<file path="src/rtl/subway_pkg.sv">
// Shared types and constants for the subway move-stream checker.
// Cell/move encodings, error codes and sizing limits used by all checker files.
package subway_pkg;

  localparam int unsigned MAP_LEN  = 64;
  localparam int unsigned MOVE_CNT = 63;
  localparam int unsigned TIMEOUT  = 3000;

  typedef enum logic [1:0] {
    CELL_ROAD  = 2'd0,
    CELL_LOW   = 2'd1,
    CELL_HIGH  = 2'd2,
    CELL_TRAIN = 2'd3
  } cell_t;

  typedef enum logic [1:0] {
    MV_FWD   = 2'd0,
    MV_RIGHT = 2'd1,
    MV_LEFT  = 2'd2,
    MV_JUMP  = 2'd3
  } move_t;

  typedef enum logic [2:0] {
    ST_IDLE,
    ST_LOAD,
    ST_WAIT,
    ST_CHECK,
    ST_DONE
  } state_t;

  localparam logic [3:0] ERR_NONE      = 4'd0;
  localparam logic [3:0] ERR_LANE      = 4'd1;
  localparam logic [3:0] ERR_LOW       = 4'd2;
  localparam logic [3:0] ERR_HIGH      = 4'd3;
  localparam logic [3:0] ERR_TRAIN     = 4'd4;
  localparam logic [3:0] ERR_JUMP_HIGH = 4'd5;
  localparam logic [3:0] ERR_TIMEOUT   = 4'd6;
  localparam logic [3:0] ERR_GAP       = 4'd7;
  localparam logic [3:0] ERR_MAP       = 4'd8;

  // A map column is packed as {lane3, lane2, lane1, lane0}, two bits per lane.
  function automatic cell_t cell_at(input logic [7:0] col, input logic [1:0] lane);
    return cell_t'(col[{lane, 1'b0} +: 2]);
  endfunction

endpackage

</file>
<file path="src/rtl/subway_move_rule.sv">
// Combinational legality check of one move against the current and next map column.
// Reports the first violated rule in priority order together with the resulting lane.
module subway_move_rule
  import subway_pkg::*;
(
  input  logic [1:0] lane,
  input  logic [1:0] move,
  input  logic [1:0] cur_cell,
  input  logic [7:0] target_col,
  output logic       legal,
  output logic [3:0] err_code,
  output logic [1:0] next_lane
);

  move_t move_e;
  cell_t tgt;

  assign move_e = move_t'(move);

  always_comb begin
    err_code  = ERR_NONE;
    next_lane = lane;
    tgt       = CELL_ROAD;
    unique case (move_e)
      MV_FWD: begin
        tgt = cell_at(target_col, lane);
        if (tgt == CELL_LOW)        err_code = ERR_LOW;
        else if (tgt == CELL_TRAIN) err_code = ERR_TRAIN;
      end
      MV_RIGHT, MV_LEFT: begin
        if ((move_e == MV_RIGHT && lane == 2'd3) || (move_e == MV_LEFT && lane == 2'd0)) begin
          err_code = ERR_LANE;
        end else begin
          next_lane = (move_e == MV_RIGHT) ? lane + 2'd1 : lane - 2'd1;
          tgt       = cell_at(target_col, next_lane);
          unique case (tgt)
            CELL_LOW:   err_code = ERR_LOW;
            CELL_HIGH:  err_code = ERR_HIGH;
            CELL_TRAIN: err_code = ERR_TRAIN;
            CELL_ROAD:  err_code = ERR_NONE;
          endcase
        end
      end
      MV_JUMP: begin
        tgt = cell_at(target_col, lane);
        if (tgt == CELL_HIGH)           err_code = ERR_HIGH;
        else if (tgt == CELL_TRAIN)     err_code = ERR_TRAIN;
        else if (cur_cell == CELL_HIGH) err_code = ERR_JUMP_HIGH;
      end
    endcase
    legal = (err_code == ERR_NONE);
  end

endmodule

</file>
<file path="config.mk">
export PLATFORM = sky130hd
export DESIGN_NAME = subway_move_rule
export DESIGN_NICKNAME = d
export VERILOG_FILES = /design/src/rtl/subway_pkg.sv /design/src/rtl/subway_move_rule.sv
export SDC_FILE = /design/constraint.sdc
export NUM_CORES = 1
export LEC_CHECK = 0
export ABC_AREA = 1
export ABC_CLOCK_PERIOD_IN_PS = 7470
export CORE_ASPECT_RATIO = 1.1
export CORE_UTILIZATION = 30
export DETAILED_ROUTE_END_ITERATION = 16
export SETUP_SLACK_MARGIN = 0.3
export SLEW_MARGIN = 15
export SYNTH_ARGS = -nofsm -noshare
export SYNTH_HDL_FRONTEND = slang
export SYNTH_SLANG_ARGS = --single-unit
</file>
<file path="constraint.sdc">
create_clock -name vclk -period 7.47
set_clock_uncertainty 0.05 [all_clocks]
set_input_delay 1.8675 -clock vclk [all_inputs]
set_output_delay 1.8675 -clock vclk [all_outputs]
set_load 0.005 [all_outputs]
</file>
==> impl_summary.log, run 1 <==
[metrics] number of instances in the synthesized netlist: 94
[metrics] DP HPWL: 1039 µm
[metrics] critical path startpoint category: input pin
[metrics] critical path startpoint: move[1]
[metrics] number of endpoints with negative hold slack in the final report: 0
[metrics] standard-cell rows: 15
[metrics] ports placed on the boundary: 21
[metrics] Filler Cell Count: 165
[metrics] Tcrit/Tclk final: 86.45%
[metrics] cell chain of the critical path: clkdlybuf4s50_1 -> inv_1 -> ha_1 -> or2_4 -> nand2_2 -> nand2_2 -> nand2_2 -> inv_1 -> a31oi_1 -> ha_1 -> nand4_1 -> nand3_1 -> nand2_1 -> nand2_2 -> nor2_2 -> clkdlybuf4s50_1
[metrics] Synth Cell Area: 499.2 µm²
[metrics] sum of buffers and inverters on the critical path: 4
[metrics] last weighted congestion value of the routability-driven placer: 0.8405
[metrics] unrepaired setup endpoints after global routing: no
[metrics] area taken by flip-flops and latches: 0 µm²
[metrics] total stage count of the critical path: 16
[metrics] path category of the worst min-delay check: in2out
[metrics] standby leakage power: 0.0003727 µW
[metrics] total of warnings raised by yosys: 0
[metrics] vias in the first global route: 501
[metrics] max-slew violations: 0
[metrics] path type of the worst setup path: in2out
[metrics] Die Span Y: 44.79 µm
[metrics] CP endpoint kind: output pin
[metrics] count of maximum capacitance violations: 0
[metrics] post-layout minimum cycle time: 6458 ps
[metrics] TritonRoute pass-1 iters: 3
[metrics] port buffer count: 20
[metrics] CP endpoint: legal
[metrics] total wire length: 1222 µm
[metrics] crit-path max FO: 3
[metrics] CP dominant cell by count: nand2_2
[metrics] Final TNS setup: 0 ps
[metrics] final sequential cell count: 0
[metrics] area grow syn2layout: 38.35%
[metrics] count of vias placed by the detailed router: 604
[metrics] number of nets in the final layout: 133
[metrics] count of clock-net buffers in the final layout: 0
[metrics] number of antenna violations at the first check in global routing: 0
[metrics] Core Footprint: 1558 µm²
[metrics] Iter 0 DRT Violations: 9
[metrics] Setup Fix Bufs, Post-CTS: 0
[metrics] Chip Width: 40.90 µm
[metrics] total global routing track utilization: 15.20%
[metrics] fraction of layout cells with a size suffix above 1: 12.61%
[metrics] initial standard-cell utilization of the core: 32.05%
[metrics] vias per inst: 4.719
[metrics] Power Density: 73.51 nW/µm²
[metrics] number of remaining DRC errors: 0
[metrics] Setup violations, final: 0
[metrics] number of buffers inserted by hold repair at cts: 0
[metrics] sequential area share after synthesis: 0%
[metrics] maximum cell stage delay along the critical path: 510 ps
[metrics] Die Footprint: 1831 µm²
[metrics] CTS-repair resized insts: 0
[metrics] VDD IR-drop max: 0.02476 mV
[metrics] timing-limited maximum frequency: 154.8 MHz
[metrics] largest net degree at the start of global routing: 12
[metrics] WP data required: 5550 ps
[metrics] data arrival time at the worst-slack endpoint: 4540 ps
[metrics] total congestion overflow after global routing: 0
[metrics] mean cell area of the mapped netlist: 5.311 µm²
[metrics] number of distinct library cells after synthesis: 20
[metrics] Max stage delay cell, worst path: clkdlybuf4s50_1
[metrics] delay-heaviest family, CP: buffers and inverters
[metrics] Syn Nets: 114
[metrics] result of the run: finished, final reports clean
[metrics] wire length per cell after detailed routing: 9.547 µm
[metrics] first-pass GRT wire length: 2063 µm
[metrics] number of nets with antenna violations after routing: 0
[metrics] ant diodes: 0
[metrics] worst hold margin: 4804 ps
[metrics] core utilization of the finished layout: 44.34%
## tightest hold or removal path, stage by stage
cell and delay, ps:
clkdlybuf4s50_1 390, nand2_1 60, nand2_1 60, nand3_1 100, a21oi_2 60, clkdlybuf4s50_1 440
## metal layers
layer  share of wire [%]  routed length [µm]  vias to the layer above  GRT usage, %
met5                   0                   0                        -             0
met4                   0                   0                        0             0
met3                 1.5                  18                        0             0
met2                  47                 579                        5         25.00
met1                  51                 624                      268         23.19
li1                    -                   -                      331             -
## cell usage after synthesis
master / n / share of area, %
a21oi_2: 1 / 1.8
a31oi_1: 2 / 2.5
buf_4: 1 / 1.5
buf_6: 2 / 4.5
conb_1: 1 / 0.75
ha_1: 6 / 15
inv_1: 11 / 8.3
inv_2: 2 / 1.5
nand2_1: 35 / 26
nand2_2: 6 / 7.5
nand3_1: 12 / 12
nand3_2: 1 / 2.0
nand4_1: 2 / 2.5
nor2_1: 3 / 2.3
nor2_2: 2 / 2.5
nor3_2: 1 / 2.0
o21ai_0: 3 / 3.0
o21ai_1: 1 / 1.0
o22ai_1: 1 / 1.3
or2_4: 1 / 1.8
## layout by cell type, fill, tap and decap left out, drive strengths merged
master         netlist  layout
a21oi                1       1
a31oi                2       2
clkdlybuf4s50        0      20
conb                 1       1
ha                   6       6
inv                 13      13
nand2               41      41
nand3               13      13
nand4                2       2
nor2                 5       5
nor3                 1       1
o21ai                4       4
o22ai                1       1
or2                  1       1
## area by class of cell
| class | instances | area (µm²) | area share, % |
|---|---|---|---|
| Multi-Input combinational cell | 78 | 420.4 | 60.87 |
| Tap cell | 17 | 21.27 | 3.080 |
| Inverter | 13 | 48.80 | 7.065 |
| Timing Repair Buffer | 20 | 200.2 | 28.99 |
## kinds of logic after synthesis
logic type / count (synthesis) / synth area share, %
AO/OA/AOI/OAI: 8 / 9.523
adder cells (fa/ha/maj): 6 / 15.04
buffers and inverters: 16 / 15.79
other: 1 / 0.7512
AND/OR/NAND/NOR: 63 / 58.90
## worst min-delay path by stage
stage,startpoint,endpoint,slack [ps],cells past startpoint
final,cur_cell[1],err_code[0],4800,6
after global routing,cur_cell[1],err_code[0],4850,6
after CTS,cur_cell[1],err_code[0],4810,6
after detailed placement,cur_cell[1],err_code[0],4800,6
after global placement,cur_cell[1],err_code[0],4810,6
after floorplan,lane[0],next_lane[0],3900,2
## report_power, final
group | total [µW] | switching (µW) | internal [µW]
sequential | 0 | 0 | 0
combinational | 50.8 | 24.5 | 26.3
clock | 0 | 0 | 0
## metrics by stage
stage                     worst slack, ps  power (µW)  area [µm²]  instances
after floorplan                      2220       29.58       499.2         94
after global placement               1076       50.77       690.7        128
after detailed placement             1013       50.85       690.7        128
after CTS                            1005       51.04       690.7        128
after global routing                824.5       56.91       690.7        128
final                                1012       50.77       690.7        128
Note: power is estimated with default switching activity, not from simulation.
==> inputs of run 2 (changes only) <==
CORE_MARGIN = 2   (was unset)
==> run 2 against run 1 <==
Utilization unchanged. Final cell count unchanged. Total power down 0.68%. Flip-flop and latch count unchanged. Hold slack better by 8.9 ps. Setup slack better by 39 ps. First-iteration DRC count up 22%. Non-clock buffer count unchanged. Die area up 9.6%. Critical path depth unchanged. Global-route usage down 3.3 points. Combinational power down 0.8%.
==> impl_summary.log, run 2 (same netlist as run 1, synthesis figures left out) <==
[metrics] result of the run: finished, final reports clean
[metrics] standby leakage power: 0.0003727 µW
[metrics] wire length per cell after detailed routing: 9.313 µm
[metrics] timing-limited maximum frequency: 155.8 MHz
[metrics] total congestion overflow after global routing: 0
[metrics] vias per inst: 4.680
[metrics] fraction of layout cells with a size suffix above 1: 12.61%
[metrics] WP data required: 5550 ps
[metrics] number of remaining DRC errors: 0
[metrics] hold path startpoint: cur_cell[1]
[metrics] Tcrit/Tclk final: 85.93%
[metrics] number of nets with antenna violations after routing: 0
[metrics] CP endpoint kind: output pin
[metrics] number of nets in the final layout: 133
[metrics] largest net degree at the start of global routing: 12
[metrics] number of antenna violations at the first check in global routing: 0
[metrics] commonest non-fill, non-tap cells in the layout: nand2_1, clkdlybuf4s50_1, nand3_1
[metrics] post-layout minimum cycle time: 6419 ps
[metrics] vias in the first global route: 485
[metrics] data arrival time at the worst-slack endpoint: 4500 ps
[metrics] critical path startpoint category: input pin
[metrics] critical path startpoint: move[1]
[metrics] CTS-repair resized insts: 0
[metrics] count of maximum capacitance violations: 0
[metrics] Iter 0 DRT Violations: 11
[metrics] number of buffers inserted by hold repair at cts: 0
[metrics] ports placed on the boundary: 21
[metrics] Power Density: 73.01 nW/µm²
[metrics] path category of the worst min-delay check: in2out
[metrics] initial standard-cell utilization of the core: 32.05%
[metrics] standard-cell rows: 15
[metrics] last weighted congestion value of the routability-driven placer: 0.8315
[metrics] Core Footprint: 1558 µm²
[metrics] TritonRoute pass-1 iters: 4
[metrics] Die Footprint: 2007 µm²
[metrics] crit-path max FO: 3
[metrics] Setup Fix Bufs, Post-CTS: 0
[metrics] ant diodes: 0
[metrics] number of cells on the worst hold path: 6
[metrics] Chip Width: 42.90 µm
[metrics] total global routing track utilization: 11.92%
[metrics] final sequential cell count: 0
[metrics] count of clock-net buffers in the final layout: 0
[metrics] area taken by flip-flops and latches: 0 µm²
[metrics] number of endpoints with negative hold slack in the final report: 0
[metrics] DP HPWL: 1029 µm
[metrics] total wire length: 1192 µm
[metrics] leading cell type in the layout, fill and taps excluded: nand2_1
[metrics] pre-CTS worst setup slack: 1046 ps
[metrics] count of vias placed by the detailed router: 599
[metrics] first-pass GRT wire length: 1966 µm
[metrics] port buffer count: 20
[metrics] VDD IR-drop max: 0.03012 mV
[metrics] Setup violations, final: 0
[metrics] max-slew violations: 0
[metrics] area grow syn2layout: 38.35%
[metrics] Die Span Y: 46.79 µm
[metrics] final worst slack: 1051 ps
[metrics] path type of the worst setup path: in2out
[metrics] unrepaired setup endpoints after global routing: no
[metrics] Final TNS setup: 0 ps
==> run 2: final timing paths <==
kind and endpoint:
min err_code[0], max legal
==> run 2: where the power goes <==
group	switching (µW)	internal, µW
Clock	0	0
Combinational	24.1	26.3
Sequential	0	0
==> run 2: final cells by class <==
type,instances,area [µm²]
multi-input combinational,78,420.4
fill,184,867.1
inverter,13,48.80
timing repair buffer,20,200.2
tap,17,21.27
==> run 2: metrics by stage <==
stage	hold slack (ps)	util [%]	cells	area [µm²]	power [µW]
final	4813	44.34	128	690.7	50.42
after global routing	4864	44.34	128	690.7	56.92
after global placement	4822	44.34	128	690.7	50.24
after detailed placement	4813	44.34	128	690.7	50.58
after floorplan	3902	-	94	499.2	29.58
after CTS	4817	44.34	128	690.7	50.83
==> run 2: critical path: stages <==
cell and delay [ps]:
clkdlybuf4s50_1 510, inv_1 70, ha_1 210, or2_4 250
nand2_2 60, nand2_2 60, nand2_2 90, inv_1 50
a31oi_1 190, ha_1 270, nand4_1 90, nand3_1 80
nand2_1 90, nand2_2 60, nor2_2 60, clkdlybuf4s50_1 490
==> run 2: layer usage <==
| layer | part of all wire [%] | track usage (%) | wire [µm] | up-vias |
|---|---|---|---|---|
| met5 | 0 | 0 | 0 | - |
| met4 | 0 | 1.250 | 0 | 0 |
| met3 | 2.0 | 0.7692 | 24 | 0 |
| met2 | 48 | 20.61 | 572 | 6 |
| met1 | 50 | 17.01 | 595 | 263 |
| li1 | - | - | - | 330 |
==> inputs of run 3 (changes only) <==
--- a/config.mk
+++ b/config.mk
@@ -13,5 +13,5 @@
 export DETAILED_ROUTE_END_ITERATION = 16
 export SETUP_SLACK_MARGIN = 0.3
-export SLEW_MARGIN = 15
+export SLEW_MARGIN = 5
 export SYNTH_ARGS = -nofsm -noshare
 export SYNTH_HDL_FRONTEND = slang
==> constraint.sdc (replaced) <==
create_clock -name vclk -period 7.47
set_clock_uncertainty 0.05 [all_clocks]
set_input_delay 2.241 -clock vclk [all_inputs]
set_output_delay 2.241 -clock vclk [all_outputs]
set_load 0.005 [all_outputs]
==> run 3 against run 2 <==
Cell area up 5.4%. Critical path type unchanged. Utilization grew 2.4 points. Hold slack better by 510 ps. Total power up 5.1%. Highest routed layer unchanged. First-iteration DRC count stayed put. Non-clock buffer count rose by 2.
==> impl_summary.log, run 3 (same netlist as run 1, synthesis figures left out) <==
[metrics] cell chain of the critical path: clkdlybuf4s50_1 -> inv_1 -> ha_2 -> or2_4 -> nand2_2 -> nand2_2 -> o22ai_1 -> a31oi_4 -> ha_1 -> nand4_1 -> nand3_1 -> nand2_2 -> inv_1 -> clkdlybuf4s50_1
[metrics] port buffer count: 20
[metrics] number of nets in the final layout: 135
[metrics] number of nets with antenna violations after routing: 0
[metrics] critical path startpoint category: input pin
[metrics] vias per inst: 4.685
[metrics] total wire length: 1256 µm
[metrics] Max stage delay cell, worst path: clkdlybuf4s50_1
[metrics] maximum cell stage delay along the critical path: 500 ps
[metrics] path type of the worst setup path: in2out
[metrics] WP data required: 5180 ps
[metrics] Core Footprint: 1558 µm²
[metrics] standard-cell rows: 15
[metrics] path category of the worst min-delay check: in2out
[metrics] largest net degree at the start of global routing: 11
[metrics] Iter 0 DRT Violations: 11
[metrics] Tcrit/Tclk final: 93.93%
[metrics] Die Span Y: 46.79 µm
[metrics] count of clock-net buffers in the final layout: 0
[metrics] unrepaired setup endpoints after global routing: yes
[metrics] fraction of layout cells with a size suffix above 1: 16.81%
[metrics] final sequential cell count: 0
[metrics] timing-limited maximum frequency: 142.5 MHz
[metrics] leading cell type in the layout, fill and taps excluded: nand2_1
[metrics] DP HPWL: 1102 µm
[metrics] number of cells on the worst hold path: 7
[metrics] crit-path max FO: 3
[metrics] last weighted congestion value of the routability-driven placer: 0.8291
[metrics] number of endpoints with negative hold slack in the final report: 0
[metrics] count of placed standard cells in the final layout, fillers left out: 130
[metrics] count of vias placed by the detailed router: 609
[metrics] result of the run: finished, final reports clean
[metrics] total global routing track utilization: 12.90%
[metrics] core utilization of the finished layout: 46.75%
[metrics] data arrival time at the worst-slack endpoint: 4730 ps
[metrics] area grow syn2layout: 45.86%
[metrics] post-layout minimum cycle time: 7016 ps
[metrics] Die Footprint: 2007 µm²
[metrics] wire length per cell after detailed routing: 9.662 µm
[metrics] standby leakage power: 0.0003951 µW
[metrics] vias in the first global route: 536
[metrics] VDD IR-drop max: 0.02627 mV
[metrics] area taken by flip-flops and latches: 0 µm²
[metrics] total placed cells including tap cells: 130
[metrics] number of antenna violations at the first check in global routing: 0
[metrics] Final TNS setup: 0 ps
[metrics] total congestion overflow after global routing: 0
[metrics] max-slew violations: 0
[metrics] ports placed on the boundary: 21
[metrics] CP dominant cell by count: nand2_2
[metrics] area post-placement: 705.7 µm²
[metrics] initial standard-cell utilization of the core: 32.05%
[metrics] Finished Cell Area: 728.2 µm²
[metrics] number of remaining DRC errors: 0
[metrics] Filler Cell Count: 172
[metrics] first-pass GRT wire length: 2104 µm
[metrics] CTS-repair resized insts: 1
[metrics] count of maximum capacitance violations: 0
[metrics] commonest non-fill, non-tap cells in the layout: nand2_1, clkdlybuf4s50_1, nand3_1
[metrics] ant diodes: 0
[metrics] number of buffers inserted by hold repair at cts: 0
[metrics] TritonRoute pass-1 iters: 4
[metrics] CP endpoint kind: output pin
[metrics] Chip Width: 42.90 µm
[metrics] Setup Fix Bufs, Post-CTS: 0
[metrics] Power Density: 72.77 nW/µm²
[metrics] Setup violations, final: 0
run 3: worst paths after layout:
| kind | start | endpoint | slack [ps] |
|---|---|---|---|
| setup / recovery | move[1] | err_code[1] | 450 |
| hold / removal | cur_cell[1] | legal | 5320 |
run 3: layout make-up:
| type | count | area (µm²) | share of cell area (%) |
|---|---|---|---|
| repair buffers | 22 | 217.7 | 29.90 |
| multi-input cells | 78 | 440.4 | 60.48 |
| inverters | 13 | 48.80 | 6.701 |
| well taps | 17 | 21.27 | 2.921 |
run 3: power breakdown:
group / internal, µW / total [µW] / switching, µW
logic: 27.5 / 53.0 / 25.5
clock network: 0 / 0 / 0
registers: 0 / 0 / 0
total: 27.5 / 53.0 / 25.5
run 3: metrics by stage:
stage | power [µW] | hold slack, ps | worst slack, ps
6_report | 52.99 | 5323 | 453.6
3_3_place_gp | 51.69 | 5562 | 358.1
4_1_cts | 52.70 | 5561 | 313.2
2_1_floorplan | 29.58 | 4649 | 1473
3_5_place_dp | 51.93 | 5547 | 273.0
5_1_grt | 59.44 | 5396 | 290.9
run 3: layer usage:
layer	up-vias	track usage, %	share of wire [%]
met4	0	0	0
met3	0	0	1.8
met2	6	25.45	47
li1	336	-	-
met1	267	17.01	51
met5	-	0	0
run 3: critical path: cells and delay by family:
| family | cells | cell delay, ps |
|---|---|---|
| AOI/OAI and AO/OA | 2 | 270 |
| adders and majority gates | 2 | 460 |
| and+or+nand+nor | 6 | 630 |
| buffers and inverters | 4 | 1110 |
